$ cat config.mk
export PLATFORM = sky130hd
export DESIGN_NAME = mem_arbiter
export DESIGN_NICKNAME = d
export VERILOG_FILES = /design/src/rtl/mem_arbiter.sv
export SDC_FILE = /design/constraint.sdc
export NUM_CORES = 1
export LEC_CHECK = 0
export ABC_AREA = 1
export BUFFER_PORTS_ARGS = -buffer_cell sky130_fd_sc_hd__buf_4
export CAP_MARGIN = 0
export CORE_AREA = 2 2 299 301
export CTS_CLUSTER_SIZE = 24
export DETAILED_ROUTE_END_ITERATION = 8
export DIE_AREA = 0 0 301 303
export GPL_ROUTABILITY_DRIVEN = 1
export GPL_TIMING_DRIVEN = 1
export PLACE_DENSITY = 0.36
export SLEW_MARGIN = 20
export SYNTH_ARGS = -nofsm -noshare
export SYNTH_HDL_FRONTEND = slang
export SYNTH_SLANG_ARGS = --single-unit
$ cat constraint.sdc
create_clock -name clk -period 3.5 [get_ports clk]
set_input_delay 0.7 -clock clk [delete_from_list [all_inputs] [get_ports clk]]
set_output_delay 0.7 -clock clk [all_outputs]
set_load 0.03 [all_outputs]
$ cat src/rtl/mem_arbiter.sv
// -----------------------------------------------------------------------------
// mem_arbiter
//
// Shares one 128-bit line memory port between a read-only instruction cache
// and a read/write data cache. One client is granted per transaction. Priority
// alternates under contention. Completed transactions are counted per client.
// A watchdog releases any grant that waits too long for the memory.
//
// Parameters
//   TIMEOUT : cycles a grant may wait for mem_ready before forced release
//   CNT_W   : width of the per-client completed-transaction counters
//
// Ports
//   clk, proc_reset            : clock, synchronous active-high reset
//   i_mem_read/addr            : icache request (read only)
//   i_mem_rdata/ready          : icache response
//   d_mem_read/write/addr/wdata: dcache request
//   d_mem_rdata/ready          : dcache response
//   mem_read/write/addr/wdata  : request to memory
//   mem_rdata/ready            : response from memory
//   arb_timeout                : sticky flag, some grant hit TIMEOUT
//   i_txn_cnt, d_txn_cnt       : completed transactions per client
// -----------------------------------------------------------------------------
module mem_arbiter #(
  parameter int TIMEOUT = 1024,
  parameter int CNT_W   = 16
) (
  input  logic             clk,
  input  logic             proc_reset,
  input  logic             i_mem_read,
  input  logic [27:0]      i_mem_addr,
  output logic [127:0]     i_mem_rdata,
  output logic             i_mem_ready,
  input  logic             d_mem_read,
  input  logic             d_mem_write,
  input  logic [27:0]      d_mem_addr,
  input  logic [127:0]     d_mem_wdata,
  output logic [127:0]     d_mem_rdata,
  output logic             d_mem_ready,
  output logic             mem_read,
  output logic             mem_write,
  output logic [27:0]      mem_addr,
  output logic [127:0]     mem_wdata,
  input  logic [127:0]     mem_rdata,
  input  logic             mem_ready,
  output logic             arb_timeout,
  output logic [CNT_W-1:0] i_txn_cnt,
  output logic [CNT_W-1:0] d_txn_cnt
);

  // Watchdog must be able to hold TIMEOUT-1.
  localparam int WD_W = (TIMEOUT > 2) ? $clog2(TIMEOUT) : 1;
  localparam logic [WD_W-1:0] WD_TOP = WD_W'(TIMEOUT - 1);

  typedef enum logic [1:0] {
    IDLE  = 2'd0,
    GNT_I = 2'd1,
    GNT_D = 2'd2,
    REL   = 2'd3
  } state_e;

  state_e           state_q, state_d;
  logic             lastGrantD_q, lastGrantD_d;
  logic [WD_W-1:0]  wdog_q, wdog_d;
  logic [CNT_W-1:0] iCnt_q, iCnt_d;
  logic [CNT_W-1:0] dCnt_q, dCnt_d;
  logic             timeout_q, timeout_d;

  logic iReq;
  logic dReq;

  assign iReq = i_mem_read;
  assign dReq = d_mem_read | d_mem_write;

  // Next-state logic. Under contention the client that did not complete the
  // last transaction wins. Only a completed transaction moves last_grant,
  // so aborts and timeouts leave the priority unchanged.
  always_comb begin
    state_d      = state_q;
    lastGrantD_d = lastGrantD_q;
    wdog_d       = wdog_q;
    iCnt_d       = iCnt_q;
    dCnt_d       = dCnt_q;
    timeout_d    = timeout_q;
    unique case (state_q)
      IDLE: begin
        // Every grant is entered from IDLE, so the watchdog is cleared here.
        wdog_d = '0;
        if (iReq && (!dReq || lastGrantD_q)) begin
          state_d = GNT_I;
        end else if (dReq) begin
          state_d = GNT_D;
        end
      end
      GNT_I: begin
        if (mem_ready) begin
          lastGrantD_d = 1'b0;
          iCnt_d       = iCnt_q + CNT_W'(1);
          state_d      = REL;
        end else if (!iReq) begin
          state_d = REL;
        end else if (wdog_q == WD_TOP) begin
          timeout_d = 1'b1;
          state_d   = REL;
        end else begin
          wdog_d = wdog_q + WD_W'(1);
        end
      end
      GNT_D: begin
        if (mem_ready) begin
          lastGrantD_d = 1'b1;
          dCnt_d       = dCnt_q + CNT_W'(1);
          state_d      = REL;
        end else if (!dReq) begin
          state_d = REL;
        end else if (wdog_q == WD_TOP) begin
          timeout_d = 1'b1;
          state_d   = REL;
        end else begin
          wdog_d = wdog_q + WD_W'(1);
        end
      end
      REL: begin
        state_d = IDLE;
      end
      default: begin
        state_d = IDLE;
      end
    endcase
  end

  // State registers. Reset abandons any transaction in flight.
  always_ff @(posedge clk) begin
    if (proc_reset) begin
      state_q      <= IDLE;
      lastGrantD_q <= 1'b1;
      wdog_q       <= '0;
      iCnt_q       <= '0;
      dCnt_q       <= '0;
      timeout_q    <= 1'b0;
    end else begin
      state_q      <= state_d;
      lastGrantD_q <= lastGrantD_d;
      wdog_q       <= wdog_d;
      iCnt_q       <= iCnt_d;
      dCnt_q       <= dCnt_d;
      timeout_q    <= timeout_d;
    end
  end

  // Memory-side mux. The request follows the granted client live, so a client
  // dropping its request is seen by the memory in the same cycle. When both
  // read and write come from the dcache, the write wins.
  always_comb begin
    mem_read  = 1'b0;
    mem_write = 1'b0;
    mem_addr  = '0;
    mem_wdata = '0;
    unique case (state_q)
      GNT_I: begin
        mem_read = i_mem_read;
        mem_addr = i_mem_addr;
      end
      GNT_D: begin
        mem_read  = d_mem_read & ~d_mem_write;
        mem_write = d_mem_write;
        mem_addr  = d_mem_addr;
        mem_wdata = d_mem_wdata;
      end
      default: begin
      end
    endcase
  end

  // Ready is steered to the granted client only. A stray pulse outside a
  // grant reaches neither client.
  assign i_mem_ready = mem_ready & (state_q == GNT_I);
  assign d_mem_ready = mem_ready & (state_q == GNT_D);
  assign i_mem_rdata = mem_rdata;
  assign d_mem_rdata = mem_rdata;

  assign arb_timeout = timeout_q;
  assign i_txn_cnt   = iCnt_q;
  assign d_txn_cnt   = dCnt_q;

endmodule

# After elaboration in Yosys (flattened, before gate mapping)
# Cells that the tools add are included.
[word_totals] out_inout_bits=449 word_cells=63 regBits=46 input_bits=318
[op_classes] eq_ne=11 n_reduce_logical=11 bitwise=5 muxes=27 add_sub_neg=3
[ops] op="$mux W128" count=1
[ops] op="$pmux W28 S2" count=1
[ops] op="$mux W10" count=5
[ops] op="$add A16 B1 Y16 const B" count=2
[ops] op="$pmux W10 S3" count=1
[ops] op="$mux W2" count=7
[ops] op="$ne A2 B2 Y1 const B" count=6
[ops] op="$add A10 B1 Y10 const B" count=1
[ops] op="$eq A10 B10 Y1 const B" count=1
[ops] op="$reduce_and A5 Y1" count=2
[ops] op="$mux W1" count=8
[ops] op="$pmux W2 S4" count=1
[ops] op="$pmux W1 S2" count=3
[ops] op="$eq A2 B2 Y1 const B" count=2
[ops] op="$reduce_and A2 Y1" count=2
[ops] op="$and A1 B1 Y1" count=3
[ops] op="$ne A3 B3 Y1 const B" count=1
[ops] op="$reduce_and A3 Y1" count=1
[ops] op="$reduce_bool A3 Y1" count=1
[ops] op="$eq A2 B1 Y1 const B" count=1
[ops] op="$logic_not A2 Y1" count=1
[ops] op="$reduce_bool A2 Y1" count=1
[ops] op="$logic_and A1 B1 Y1" count=1
[ops] op="$logic_not A1 Y1" count=1
[ops] op="3 further kinds" count=3

# Logic depth before layout (Yosys ltp)
[logic_depth] depth_word=6 ltp_mapped=13 mapped_depth_nobuf=12

# Least setup slack after synthesis
# No wires, ideal clock.
[synth_timing] kind="reg2out" from="reg state_q[0]" to="out mem_read" arrival_ns=1.616 stages_incl_launch_ff=7 path_buffers=2 t_required_ns=2.800 setup_slack_ns=1.184 cell_sequence="dfxtp_1 inv_1 ha_1 buf_2 clkbuf_1 nand3_1 a21oi_1"
[synth_via] elab_chain_cells=2 word_cells_on_any_way=3 classes_between="eq/ne (2); mux (1)"
[synth_lines] item="from (decl)" line_no="62" source="state_e state_q, state_d;"
[synth_lines] item="from (signal assigned)" line_no="142" source="state_q <= state_d;"
[synth_lines] item="$eq A2 B2 Y1 or $eq A2 B1 Y1 (tied branches)" line_no="159" source="unique case (state_q)"
[synth_lines] item="$pmux W1 S2 (*)" line_no="159"
[synth_lines] item="to (decl)" line_no="40" source="output logic mem_read,"
# Every way passes the cells marked *; elsewhere a longest branch is shown, timed or not.

# Worst setup path after layout
[layout_timing] from="reg state_q[0]" to="out mem_addr[27]"
[layout_via] elab_chain_cells=2 word_cells_on_any_way=3 classes_between="eq/ne (2); mux (1)"
[layout_lines] item="$eq A2 B2 Y1 or $eq A2 B1 Y1 (tied branches)" line_no="159"
[layout_lines] item="$pmux W28 S2 (*)" line_no="159"
[layout_lines] item="to (decl)" line_no="42" source="output logic [27:0] mem_addr,"
# Marked as above.

==> flow_metrics.py <==
metrics = {
    "cells_and_area": {
        "nets": 1448,
        "layout.cells.non_filler": 2287,
        "drive_above_1_share_pct": 37.1,
        "fill_cells": 10492,
        "syn2layout_area_growth_pct": 44.2,
    },
    "detailed_routing": {
        "drtAntennaViolNets": 0,
        "drt_iter0_markers": 302,
        "via_per_inst": 2.63,
        "drc_errors": 0,
        "dr_total_vias": 6020,
        "dr.pass1.iters": 4,
        "wl_per_cell_um": 17.3,
        "drt_wl_total_um": 39600,
    },
    "min_path": {
        "whs_endpoint": "d_txn_cnt[6]$_SDFFE_PP0P_",
        "min_path_cells": 2,
        "hold_start": "d_txn_cnt[6]$_SDFFE_PP0P_",
        "hp-class": "reg2reg",
    },
    "logic_synthesis": {
        "synth_top_family_by_area": "buffers and inverters",
        "synth-seq-cells": 46,
        "yosys.area_share.simple_pct": 27.4,
        "synth_nets": 1335,
        "yosys_most_used_dff": "dfxtp_1",
        "ys_types": 32,
        "syn_area_per_cell_um2": 5.79,
        "synthAdderAreaFrac_pct": 2.15,
        "seq_area_frac_synth_pct": 15.8,
        "synth-edff-count": 0,
        "yosys_warnings": 0,
        "synth_compound_area_share_pct": 7.09,
        "synth_area_um2": 5830,
        "muxShareOfSynthArea_pct": 0,
        "synth_xor_area_share_pct": 0.601,
        "synthArstFlopShare_pct": 0,
        "syn_inst": 1007,
    },
    "status": {
        "outcome": "finished, final reports clean",
    },
    "placed_design": {
        "pre_cts_ws_ns": 0.932,
        "dp_hpwl_um": 34800,
        "place_inst": 2278,
        "gp_congestion": 0.679,
        "portBuffers": 382,
    },
    "critical_path": {
        "worst_ep_arrival_time_ns": 2.08,
        "crit_fanout": 29,
        "crit_type": "reg2out",
        "cp_slowest_stage_delay_ns": 0.50,
        "crit_family": "buffers and inverters",
        "required_ns": 2.80,
        "ff2ff_path_depth": 11,
        "r2r_setup_slack_ns": 1.18,
        "r2r_start": "state_q[0]$_SDFFE_PP0P_",
        "slowest_stage": "ha_4",
        "crit_buf_inv": 3,
        "worstSetupStartpointType": "flop",
        "cp_cell_sequence": "inv_1 -> ha_4 -> buf_12 -> nand2_1 -> a21oi_1 -> buf_4",
        "end_kind": "output port",
        "r2r_end": "d_txn_cnt[13]$_SDFFE_PP0P_",
    },
    "floorplanning": {
        "initial_core_util_pct": 6.62,
        "die_y_um": 303,
        "fp.coreArea_um2": 88000,
        "num_rows": 109,
        "design.die.area_um2": 91200,
        "fp.dieW_um": 301,
        "num_io_pins": 767,
    },
    "sta": {
        "rsz0062_at_grt": "false",
        "timing.hold.ws_ns": 0.478,
        "fmax_mhz": 360,
        "fin_setup_tns_ns": 0,
        "fin_worst_skew_ns": 0.00977,
        "drv_slew": 0,
        "fin_crit_sh_pct": 79.4,
        "max_slew.worst_pin.slew_ns": 0.517,
        "setup_violations": 0,
        "hold_viol_final": 0,
        "fin_ws_ns": 0.720,
        "period_needed_ns": 2.78,
        "relSlewSlack_pct": 65.5,
    },
    "clocking": {
        "insertion_delay_ns": 0.29,
        "cts_sinks": 46,
        "cts_tree": "yes",
        "postCtsResizedCells": 0,
        "postCtsSetupBuffers": 0,
        "cts_root_buf": "clkbuf_16",
        "holdBufCountCts": 0,
        "cts_buffers": 5,
        "clk_pin_slew_ns": 0.07,
        "clockBufferDepth": 2,
        "htree_levels": 2,
    },
    "global_route": {
        "grt_max_degree": 51,
        "grt_first_pass_wirelength_um": 49700,
        "grt_pass1_vias": 5904,
        "antenna_found_initial": 10,
        "overflow": 0,
        "grtUsageTotal_pct": 7.99,
    },
    "power": {
        "power_mw": 3.22,
        "ir_worst_vdd_mv": 0.147,
        "leakage_nw": 4.55,
        "power.density_nw_per_um2": 384,
    },
    "run": {
        "cap_violations": 0,
    },
}
[cell usage after synthesis, types with 4 or more instances]
library cell / count / share of area (%)
buf_1: 4 / 0.26
nand4_1: 6 / 0.64
nand2_1: 293 / 19
inv_2: 4 / 0.26
nand3_1: 18 / 1.5
nor3_1: 6 / 0.52
dfxtp_1: 46 / 16
nor2_1: 56 / 3.6
ha_1: 10 / 2.1
a21oi_1: 58 / 5.0
buf_4: 256 / 33
o21ai_0: 14 / 1.2
inv_1: 179 / 12
clkbuf_1: 23 / 1.5
[worst reg2reg max path, delay by kind of cell (launching register included)]
family	cells	cell delay (ns)
fa+ha+maj	1	0.50
flops	1	0.36
simple gates	9	1.17
buf+inv	1	0.18
[worst max path at each step]
stage	from	endpoint	slack [ns]	depth (start not counted)
after floorplan	state_q[0]$_SDFFE_PP0P_	mem_read	1.18	6
after global placement	state_q[0]$_SDFFE_PP0P_	mem_addr[27]	0.94	6
after detailed placement	state_q[0]$_SDFFE_PP0P_	mem_addr[27]	0.93	6
after CTS	state_q[0]$_SDFFE_PP0P_	mem_addr[27]	0.60	6
after global routing	state_q[0]$_SDFFE_PP0P_	mem_addr[27]	0.56	6
final	state_q[0]$_SDFFE_PP0P_	mem_addr[27]	0.72	6
[where the power goes]
part	switching [mW]	internal, mW
combinational	1.42	0.720
sequential	0.0399	0.548
clock	0.223	0.266
[kinds of logic (layout without fill, tap and decap cells)]
group | count (synthesis) | in the layout
buffers and inverters | 471 | 585
and+or+nand+nor | 396 | 396
AOI/OAI and AO/OA | 80 | 80
DFF | 46 | 46
adders and majority gates | 10 | 10
xor gates and xnor gates | 4 | 4
other | 0 | 1
[per-layer routing]
layer | vias to the layer above | track usage, % | wire, um
met5 | - | 0.673 | 128
met4 | 10 | 3.60 | 1850
met3 | 126 | 5.26 | 6090
met2 | 458 | 13.0 | 18100
met1 | 2508 | 7.93 | 13400
li1 | 2918 | - | -
[layout by cell type (no fill, tap or decap), types with 5 or more instances in the layout]
cell,synthesis,routed
o21ai_0,14,14
nor2_1,56,56
dfxtp_1,46,46
clkbuf_16,0,5
ha_1,10,8
nand4_1,6,6
nand2_1,293,293
a21oi_1,58,58
nor3_1,6,6
buf_4,256,388
inv_1,179,179
nand3_1,18,18
[sequential cells by signal, summed over array words and instances (netlist names)]
register      count
lastGrantD_q      1
state_q           2
arb_timeout       1
d_txn_cnt        16
wdog_q           10
i_txn_cnt        16
[layout make-up]
cell class | count | area (um2) | area share [%]
clock inverters | 2 | 13.8 | 0.164
clock buffers | 6 | 129 | 1.53
multi-input cells | 490 | 2180 | 26.0
flip-flops and latches | 46 | 921 | 11.0
repair buffers | 392 | 2990 | 35.6
well taps | 1165 | 1460 | 17.4
inverters | 185 | 697 | 8.30
diodes | 1 | 2.50 | 0.0298
[through the flow]
stage,cell area (um2),util (%)
2_1_floorplan,5830,-
3_3_place_gp,8250,9.38
3_5_place_dp,8250,9.38
4_1_cts,8400,9.54
5_1_grt,8400,9.55
6_report,8400,9.55
No activity file was read; power rests on OpenSTA's default activity.
